$ cat config.mk
export PLATFORM = sky130hd
export DESIGN_NAME = sequenciador_cp_flat
export DESIGN_NICKNAME = d
export VERILOG_FILES = /design/src/rtl/sequenciador_cp_if.sv /design/src/rtl/sequenciador_cp.sv /design/src/flat_wrapper.sv
export SDC_FILE = /design/constraint.sdc
export NUM_CORES = 1
export LEC_CHECK = 0
export CAP_MARGIN = 20
export CORE_ASPECT_RATIO = 1.1
export CORE_MARGIN = 5
export CORE_UTILIZATION = 59
export DETAILED_ROUTE_END_ITERATION = 12
export PLACE_DENSITY = 0.9
export SKIP_LAST_GASP = 1
export SLEW_MARGIN = 10
export SYNTH_ARGS = -nofsm -noshare
export SYNTH_HDL_FRONTEND = slang
export SYNTH_SLANG_ARGS = --single-unit
$ cat constraint.sdc
create_clock -name clock -period 6.98 [get_ports clock]
set_input_delay 0.698 -clock clock [delete_from_list [all_inputs] [get_ports clock]]
set_output_delay 0.698 -clock clock [all_outputs]
set_load 0.005 [all_outputs]
$ cat src/rtl/sequenciador_cp_if.sv
// Bundle of control strobes, targets and status between the control unit and the
// program-counter sequencer. The master side drives strobes; the slave side is the sequencer.
interface sequenciador_cp_if #(
    parameter int ADDR_WIDTH  = 9,
    parameter int STACK_DEPTH = 8
);
    logic                             Jump;
    logic                             Branch;
    logic                             BranchNE;
    logic                             zero;
    logic                             Jal;
    logic                             Jr;
    logic                             OpHalt;
    logic                             stall;
    logic                             resume;
    logic [ADDR_WIDTH-1:0]            desvio;
    logic [ADDR_WIDTH-1:0]            leitura1;
    logic [ADDR_WIDTH-1:0]            end_instrucao;
    logic [ADDR_WIDTH-1:0]            end_retorno;
    logic                             halted;
    logic                             falha;
    logic                             pilha_vazia;
    logic                             pilha_cheia;
    logic [$clog2(STACK_DEPTH):0]     profundidade;

    modport master (
        output Jump, Branch, BranchNE, zero, Jal, Jr, OpHalt, stall, resume, desvio, leitura1,
        input  end_instrucao, end_retorno, halted, falha, pilha_vazia, pilha_cheia, profundidade
    );

    modport slave (
        input  Jump, Branch, BranchNE, zero, Jal, Jr, OpHalt, stall, resume, desvio, leitura1,
        output end_instrucao, end_retorno, halted, falha, pilha_vazia, pilha_cheia, profundidade
    );
endinterface

$ cat src/rtl/sequenciador_cp.sv
// Program-counter sequencer: prioritised next-address selection, optional return-address
// stack for Jal/Jr, halt/resume handling and a sticky stack-fault state.
module sequenciador_cp #(
    parameter int ADDR_WIDTH  = 9,
    parameter int STACK_DEPTH = 8,
    parameter int RETURN_MODE = 1,
    parameter int RESET_ADDR  = 0
) (
    input  logic                 clock,
    input  logic                 reset_n,
    sequenciador_cp_if.slave     bus
);
    localparam int PW = $clog2(STACK_DEPTH);
    localparam int CW = PW + 1;

    typedef enum logic [1:0] {
        ST_RUN   = 2'd0,
        ST_HALT  = 2'd1,
        ST_FAULT = 2'd2
    } state_t;

    state_t                state_q, state_d;
    logic [ADDR_WIDTH-1:0] pc_q, pc_d;
    logic [CW-1:0]         count_q, count_d;
    logic                  push_en;
    logic [ADDR_WIDTH-1:0] pc_plus1;
    logic [PW-1:0]         top_idx;
    logic [PW-1:0]         push_idx;
    logic [ADDR_WIDTH-1:0] stack_mem [STACK_DEPTH];

    assign pc_plus1 = pc_q + ADDR_WIDTH'(1);
    assign push_idx = count_q[PW-1:0];
    assign top_idx  = count_q[PW-1:0] - PW'(1);

    always_ff @(posedge clock or negedge reset_n) begin
        if (!reset_n) begin
            state_q <= ST_RUN;
            pc_q    <= ADDR_WIDTH'(RESET_ADDR);
            count_q <= '0;
        end else begin
            state_q <= state_d;
            pc_q    <= pc_d;
            count_q <= count_d;
        end
    end

    // Stack contents need no reset; only the count defines which entries are valid.
    always_ff @(posedge clock) begin
        if (push_en)
            stack_mem[push_idx] <= pc_plus1;
    end

    always_comb begin
        state_d = state_q;
        pc_d    = pc_q;
        count_d = count_q;
        push_en = 1'b0;
        case (state_q)
            ST_RUN: begin
                if (!bus.stall) begin
                    if (bus.OpHalt) begin
                        state_d = ST_HALT;
                    end else if (bus.Jr) begin
                        if (RETURN_MODE == 0) begin
                            pc_d = bus.leitura1;
                        end else if (count_q == '0) begin
                            state_d = ST_FAULT;
                        end else begin
                            pc_d    = stack_mem[top_idx];
                            count_d = count_q - CW'(1);
                        end
                    end else if (bus.Jal) begin
                        if (RETURN_MODE == 0) begin
                            pc_d = bus.desvio;
                        end else if (count_q == CW'(STACK_DEPTH)) begin
                            state_d = ST_FAULT;
                        end else begin
                            pc_d    = bus.desvio;
                            push_en = 1'b1;
                            count_d = count_q + CW'(1);
                        end
                    end else if (bus.Jump) begin
                        pc_d = bus.desvio;
                    end else if (bus.Branch && bus.zero) begin
                        pc_d = bus.desvio;
                    end else if (bus.BranchNE && !bus.zero) begin
                        pc_d = bus.desvio;
                    end else begin
                        pc_d = pc_plus1;
                    end
                end
            end
            ST_HALT: begin
                if (bus.resume) begin
                    pc_d    = pc_plus1;
                    state_d = ST_RUN;
                end
            end
            default: begin
            end
        endcase
    end

    assign bus.end_instrucao = pc_q;
    assign bus.end_retorno   = pc_plus1;
    assign bus.halted        = (state_q == ST_HALT);
    assign bus.falha         = (state_q == ST_FAULT);
    assign bus.pilha_vazia   = (count_q == '0);
    assign bus.pilha_cheia   = (count_q == CW'(STACK_DEPTH));
    assign bus.profundidade  = count_q;
endmodule
$ cat src/flat_wrapper.sv
// flat-port wrapper written by rule: the top's interface ports become plain ports
module sequenciador_cp_flat 
#(
    parameter int ADDR_WIDTH  = 9,
    parameter int STACK_DEPTH = 8,
    parameter int RETURN_MODE = 1,
    parameter int RESET_ADDR  = 0
)
  (clock, reset_n, bus_Jump, bus_Branch, bus_BranchNE, bus_zero, bus_Jal, bus_Jr, bus_OpHalt, bus_stall, bus_resume, bus_desvio, bus_leitura1, bus_end_instrucao, bus_end_retorno, bus_halted, bus_falha, bus_pilha_vazia, bus_pilha_cheia, bus_profundidade);
  sequenciador_cp_if #(.ADDR_WIDTH(ADDR_WIDTH), .STACK_DEPTH(STACK_DEPTH)) bus_i ();
  input  logic clock;
  input  logic reset_n;
  input wire logic [$bits(bus_i.Jump)-1:0] bus_Jump;
  input wire logic [$bits(bus_i.Branch)-1:0] bus_Branch;
  input wire logic [$bits(bus_i.BranchNE)-1:0] bus_BranchNE;
  input wire logic [$bits(bus_i.zero)-1:0] bus_zero;
  input wire logic [$bits(bus_i.Jal)-1:0] bus_Jal;
  input wire logic [$bits(bus_i.Jr)-1:0] bus_Jr;
  input wire logic [$bits(bus_i.OpHalt)-1:0] bus_OpHalt;
  input wire logic [$bits(bus_i.stall)-1:0] bus_stall;
  input wire logic [$bits(bus_i.resume)-1:0] bus_resume;
  input wire logic [$bits(bus_i.desvio)-1:0] bus_desvio;
  input wire logic [$bits(bus_i.leitura1)-1:0] bus_leitura1;
  output wire logic [$bits(bus_i.end_instrucao)-1:0] bus_end_instrucao;
  output wire logic [$bits(bus_i.end_retorno)-1:0] bus_end_retorno;
  output wire logic [$bits(bus_i.halted)-1:0] bus_halted;
  output wire logic [$bits(bus_i.falha)-1:0] bus_falha;
  output wire logic [$bits(bus_i.pilha_vazia)-1:0] bus_pilha_vazia;
  output wire logic [$bits(bus_i.pilha_cheia)-1:0] bus_pilha_cheia;
  output wire logic [$bits(bus_i.profundidade)-1:0] bus_profundidade;
  assign bus_i.Jump = bus_Jump;
  assign bus_i.Branch = bus_Branch;
  assign bus_i.BranchNE = bus_BranchNE;
  assign bus_i.zero = bus_zero;
  assign bus_i.Jal = bus_Jal;
  assign bus_i.Jr = bus_Jr;
  assign bus_i.OpHalt = bus_OpHalt;
  assign bus_i.stall = bus_stall;
  assign bus_i.resume = bus_resume;
  assign bus_i.desvio = bus_desvio;
  assign bus_i.leitura1 = bus_leitura1;
  assign bus_end_instrucao = bus_i.end_instrucao;
  assign bus_end_retorno = bus_i.end_retorno;
  assign bus_halted = bus_i.halted;
  assign bus_falha = bus_i.falha;
  assign bus_pilha_vazia = bus_i.pilha_vazia;
  assign bus_pilha_cheia = bus_i.pilha_cheia;
  assign bus_profundidade = bus_i.profundidade;
  sequenciador_cp #(.ADDR_WIDTH(ADDR_WIDTH), .STACK_DEPTH(STACK_DEPTH), .RETURN_MODE(RETURN_MODE), .RESET_ADDR(RESET_ADDR)) u_core (.clock(clock), .reset_n(reset_n), .bus(bus_i));
endmodule
* Yosys cells after proc, flatten, opt, wreduce, memory -nomap -nowiden
Memory sizes are Yosys's and may differ from the RTL's. Index checks and enable logic that the tools add are counted.
Operators by class: equal/unequal tests 13, reduce and logical (&&, ||, !) cells 10, multiplexer cells 31, bitwise logic cells 2, $add $sub $neg 4
Operator list (count):
- 2-to-1 mux 9 bit | 10
- one-hot mux 9 bit (2 select lines) | 1
- AND reduction 6 bit | 3
- 2-to-1 mux 4 bit | 4
- != test 4 bit (second input constant) | 4
- 2-to-1 mux 2 bit | 7
- != test 2 bit (second input constant) | 5
- adder 9 x 1 -> 9 bit (second input constant) | 1
- 2-to-1 mux 1 bit | 8
- adder 4 x 1 -> 4 bit (second input constant) | 1
- equality test 4 bit (second input constant) | 1
- logical NOT 4 bit | 1
- one-hot mux 2 bit (2 select lines) | 1
- nonzero test 2 bit | 2
- subtractor 4 x 1 -> 4 bit (second input constant) | 1
- != test 3 bit (second input constant) | 1
- subtractor 3 x 1 -> 3 bit (second input constant) | 1
- equality test 2 x 1 -> 1 bit (second input constant) | 1
- equality test 2 bit (second input constant) | 1
- logical AND 1 bit | 2
- logical NOT 2 bit | 1
- NOT 1 bit | 2
- logical NOT 1 bit | 1
Word-level totals: bits in writable memories 72, output and inout port bits 26, memories kept 1, register bits after elaboration 15, input bits 29
Memory list:
- u_core.stack_mem | words 8, width 9, read ports 1, clocked after memory_dff 0, wr ports 1, RTL line sequenciador_cp.sv:29 | logic [ADDR_WIDTH-1:0] stack_mem [STACK_DEPTH];

* Logic depth before layout (Yosys ltp)
depth in word-level cells 10, depth in mapped cells 9

* Worst setup path before layout
Ideal clock, no wire load.
path kind reg2reg, start point reg u_core.count_q[0], in the netlist u_core.bus.profundidade[0], end point mem u_core.stack_mem[1][0] (enable), cell stages (with the launch flop) 9, clock period less this slack 2.763 ns, required time 6.593 ns, slack 4.217 ns, arrival 2.376 ns, cells stage by stage dfrtp_1 buf_2 inv_1 ha_1 and3b_1 nand3b_1 nor2_1 nand2_1 nor3_1
Between the ends: cells in the longest elaborated chain, start to end 9
RTL lines:
- from (decl) | RTL line sequenciador_cp.sv:24 | logic [CW-1:0] count_q, count_d;
- from (signal assigned) | RTL line sequenciador_cp.sv:43 | count_q <= count_d;
- equality test 4 bit
- net bus_pilha_cheia | RTL line flat_wrapper.sv:29 | output wire logic [$bits(bus_i.pilha_cheia)-1:0] bus_pilha_cheia;
- 2-to-1 mux 1 bit | RTL line sequenciador_cp.sv:75 | end else if (count_q == CW'(STACK_DEPTH)) begin
- 2-to-1 mux 1 bit | RTL line sequenciador_cp.sv:72 | end else if (bus.Jal) begin
- 2-to-1 mux 1 bit | RTL line sequenciador_cp.sv:63 | end else if (bus.Jr) begin
- 2-to-1 mux 1 bit | RTL line sequenciador_cp.sv:61 | if (bus.OpHalt) begin
- 2-to-1 mux 1 bit | RTL line sequenciador_cp.sv:60 | if (!bus.stall) begin
- 2-to-1 mux 1 bit | RTL line sequenciador_cp.sv:58 | case (state_q)
- 2-to-1 mux 1 bit | RTL line sequenciador_cp.sv:49 | if (push_en)
- 2-to-1 mux 1 bit (implied by the code) | RTL line sequenciador_cp.sv:50 | stack_mem[push_idx] <= pc_plus1;
- to (decl) | RTL line sequenciador_cp.sv:29
The timed path passes the listed nets, and every way through them passes these cells.

* Final worst setup path
start point reg u_core.count_q[0], in the netlist u_core.bus.profundidade[0], end point mem u_core.stack_mem[7][7] (enable)
Between the ends: cells in the longest elaborated chain, start to end 9
RTL lines (RTL line):
- equality test 4 bit | sequenciador_cp.sv:75
- 2-to-1 mux 1 bit | sequenciador_cp.sv:75
- 2-to-1 mux 1 bit | sequenciador_cp.sv:72
- 2-to-1 mux 1 bit | sequenciador_cp.sv:63
- 2-to-1 mux 1 bit | sequenciador_cp.sv:61
- 2-to-1 mux 1 bit | sequenciador_cp.sv:60
- 2-to-1 mux 1 bit | sequenciador_cp.sv:58
- 2-to-1 mux 1 bit | sequenciador_cp.sv:49
- 2-to-1 mux 1 bit (implied by the code) | sequenciador_cp.sv:50
Parallel ways exist; a longest one is shown, timed or not.

==> reports/qor.yml <==
status:
  status: "complete, no violations"
worst_setup_path:
  crit_type: "reg2reg"
  crit_fanout: 14
  crit_top_cell: "nor2_1"
  crit_start: "u_core.bus.profundidade[0]"
  crit_arrival_ns: 3.40
  cpMaxStageDelayCell: "nor2_1"
  path_cells: "inv_1, ha_1, and3b_1, nand3b_1, nor2_1, nand2_1, nor2_1"
  r2r_start: "u_core.bus.profundidade[0]"
  critical_path_buf_inv_count: 1
  startpoint_type: "flip-flop"
  critPathMaxStageDelay_ns: 0.91
  end_kind: "flip-flop"
  cp.required_ns: 6.95
  crit_family: "simple AND/OR/NAND/NOR gates"
logic_synthesis:
  synthArstFlopShare_pct: 17.24
  synth_area_um2: 3958
  syn_area_per_cell_um2: 15.28
  synth_fp_nets: 294
  yosysWarnings: 0
  synth_edf_count: 72
  ys_types: 49
  ys_seq_area_share_pct: 64.12
  syn_inst: 259
  ys.flop_type: "edfxtp_1"
  ys_seq_elements: 87
timing:
  finalCritPeriodShare_pct: 49.17
  finalMaxSlewViolations: 0
  timing.fmax_mhz: 291.4
  finalSetupViolations: 0
  relSlewSlack_pct: 25.37
  tns_ns: 0
  rsz0062_at_grt: "no"
  fin_worst_skew_ns: 0.009589
  finalHoldViolations: 0
  period_needed_ns: 3.432
  tightest_slew_ns: 1.115
placed_design:
  portBuffers: 45
  gp_congestion: 0.8613
  dp_hpwl_mm: 5.645
  place_inst: 377
layout:
  area_growth_pct: 17.23
  num-nets-final: 342
  fillers: 430
  insertedDiodeCount: 0
  drive_gt1_share_pct: 11.54
  final_cell_mix: "edfxtp_1 (72), clkdlybuf4s50_1 (45), nand2_1 (27)"
  final_common_cell: "edfxtp_1"
  stdcell_count: 394
route:
  drc: 0
  final_antenna_net_count: 0
  firstDrtPassIters: 5
  routedWlPerCell_um: 21.47
  vias: 2494
  vias_per_cell: 6.330
  drt-total-wl_mm: 8.458
  drt_iter0_drc: 266
clocking:
  clockBufferDepth: 2
  cts.sinks: 87
  htreeDepth: 3
  hold_buffers: 0
  clockRootBuffer: "clkbuf_8"
  insertion_delay_ns: 0.35
  numCtsBuffers: 9
  post_cts_buffers: 0
  cts_tree: "yes"
  post_cts_resized: 0
  cts.clk_slew.worst_paths_ns: 0.08
min_path:
  hp-start: "u_core.bus.profundidade[3]"
  hold_path.class: "reg2reg"
global_route:
  overflow: 0
  grt_usage_pct: 22.06
  grt_pass1_vias: 2620
  grt_start_max_net_pins: 19
  antenna_found_initial: 0
  grt_pass1_wl_mm: 13.37
floorplan:
  dieArea_um2: 8448
  io_pins: 55
  die_h_um: 95.90
  num_rows: 31
  fp.dieW_um: 88.09
  coreArea_um2: 6555
  start_util_pct: 60.37
power:
  p_int_uw: 1270
  seqPwrFrac_pct: 40.9
  ir_worst_vdd_v: 0.0002323
  p_clk_share_pct: 15.1
  power_density_nw_per_um2: 420.9
  power.leakage_uw: 0.001575
  combPwrFrac_pct: 44.0
  p_sw_share_pct: 34.97
  p_sw_uw: 683.0
flow_run:
  maxCapViolations: 0
==> sequential cells by signal (all words and copies together), names as in the netlist <==
register                  flops
u_core.bus.end_instrucao      9
u_core.stack_mem             72
u_core.bus.profundidade       4
u_core.state_q                2
==> cell usage after synthesis, types with 2 or more instances <==
library cell	number	area, um^2
o21ai_0	4	20.02
inv_1	5	18.77
ha_1	5	62.56
o211ai_1	2	15.01
nand2b_1	5	31.28
o22a_1	2	17.52
nand3_1	8	40.04
a31oi_1	3	18.77
dfrtp_1	15	375.4
xnor2_1	7	61.31
a22oi_1	4	30.03
nor3_1	8	40.04
nor2_1	15	56.30
a21oi_1	9	45.04
clkbuf_1	4	15.01
mux4_1	6	157.7
edfxtp_1	72	2162
nand3b_1	2	15.01
o21a_1	2	15.01
a22o_1	2	17.52
or2_2	2	12.51
nand2_1	27	101.4
buf_6	2	22.52
mux2_2	2	22.52
and2_1	2	12.51
nor3b_1	2	15.01
mux2i_1	6	60.06
a21o_1	2	15.01
mux4_2	12	270.3
xor2_1	3	26.28
==> kinds of logic (layout without fill, tap and decap cells) <==
family / Yosys count / after routing / synth area share (%)
buffers and inverters: 15 / 68 / 1.865
and+or+nand+nor: 75 / 75 / 8.884
adders and majority gates: 6 / 6 / 2.087
AOI/OAI and AO/OA: 39 / 39 / 7.240
muxes: 26 / 26 / 12.90
xor gates and xnor gates: 11 / 11 / 2.909
DFF: 87 / 87 / 64.12
==> worst reg2reg max path: cells and delay by family, from the launching register on <==
kind	cells	cell delay, ns
and+or+nand+nor	5	1.58
DFF	1	0.81
buffers and inverters	1	0.34
adders and majority gates	1	0.31
==> cell type report <==
class | count | area, um^2 | area share [%]
Sequential cell | 87 | 2537 | 54.69
Multi-Input combinational cell | 157 | 1356 | 29.23
Timing Repair Buffer | 46 | 461.7 | 9.951
Clock buffer | 12 | 135.1 | 2.913
Tap cell | 82 | 102.6 | 2.211
Clock inverter | 4 | 23.77 | 0.5124
Inverter | 6 | 22.52 | 0.4854
==> power by group through the flow <==
stage | clock (uW) | sequential (uW) | combinational [uW]
6_report | 295 | 800 | 859
5_1_grt | 321 | 812 | 936
4_1_cts | 298 | 800 | 861
3_5_place_dp | 0 | 811 | 859
3_3_place_gp | 0 | 809 | 838
2_1_floorplan | 0 | 769 | 588
==> final timing paths <==
path | endpoint | slack [ns] | cells after the start
setup / recovery | u_core.stack_mem[7][7] | 3.55 | 7
hold / removal | u_core.bus.profundidade[3] | 0.57 | 1
setup reg to reg | u_core.stack_mem[7][7] | 3.55 | 7
hold reg to reg | u_core.bus.profundidade[3] | 0.57 | 1
max in group asynchronous | u_core.bus.end_instrucao[4] | 5.72 | 1
min in group asynchronous | u_core.bus.end_instrucao[0] | 0.79 | 1
==> per-stage QoR <==
stage / hold slack (ns) / area (um^2) / setup WS [ns] / total power [uW] / util [%]
2_1_floorplan: 0.4024 / 3958 / 4.217 / 1357 / -
3_3_place_gp: 0.5586 / 4469 / 3.490 / 1647 / 68.18
3_5_place_dp: 0.5720 / 4469 / 3.443 / 1670 / 68.18
4_1_cts: 0.5842 / 4628 / 3.529 / 1959 / 70.61
5_1_grt: 0.6224 / 4639 / 3.240 / 2070 / 70.78
6_report: 0.5720 / 4639 / 3.548 / 1953 / 70.78
==> per-layer routing <==
| metal | part of all wire, % | wire length, um | track usage (%) | vias up |
|---|---|---|---|---|
| li1 | - | - | - | 1098 |
| met1 | 41 | 3461 | 28.86 | 1239 |
| met2 | 48 | 4031 | 33.86 | 126 |
| met3 | 7.8 | 659 | 6.592 | 31 |
| met4 | 3.6 | 306 | 10.96 | 0 |
| met5 | 0 | 0 | 0 | - |
Note: power is estimated with default switching activity, not from simulation.
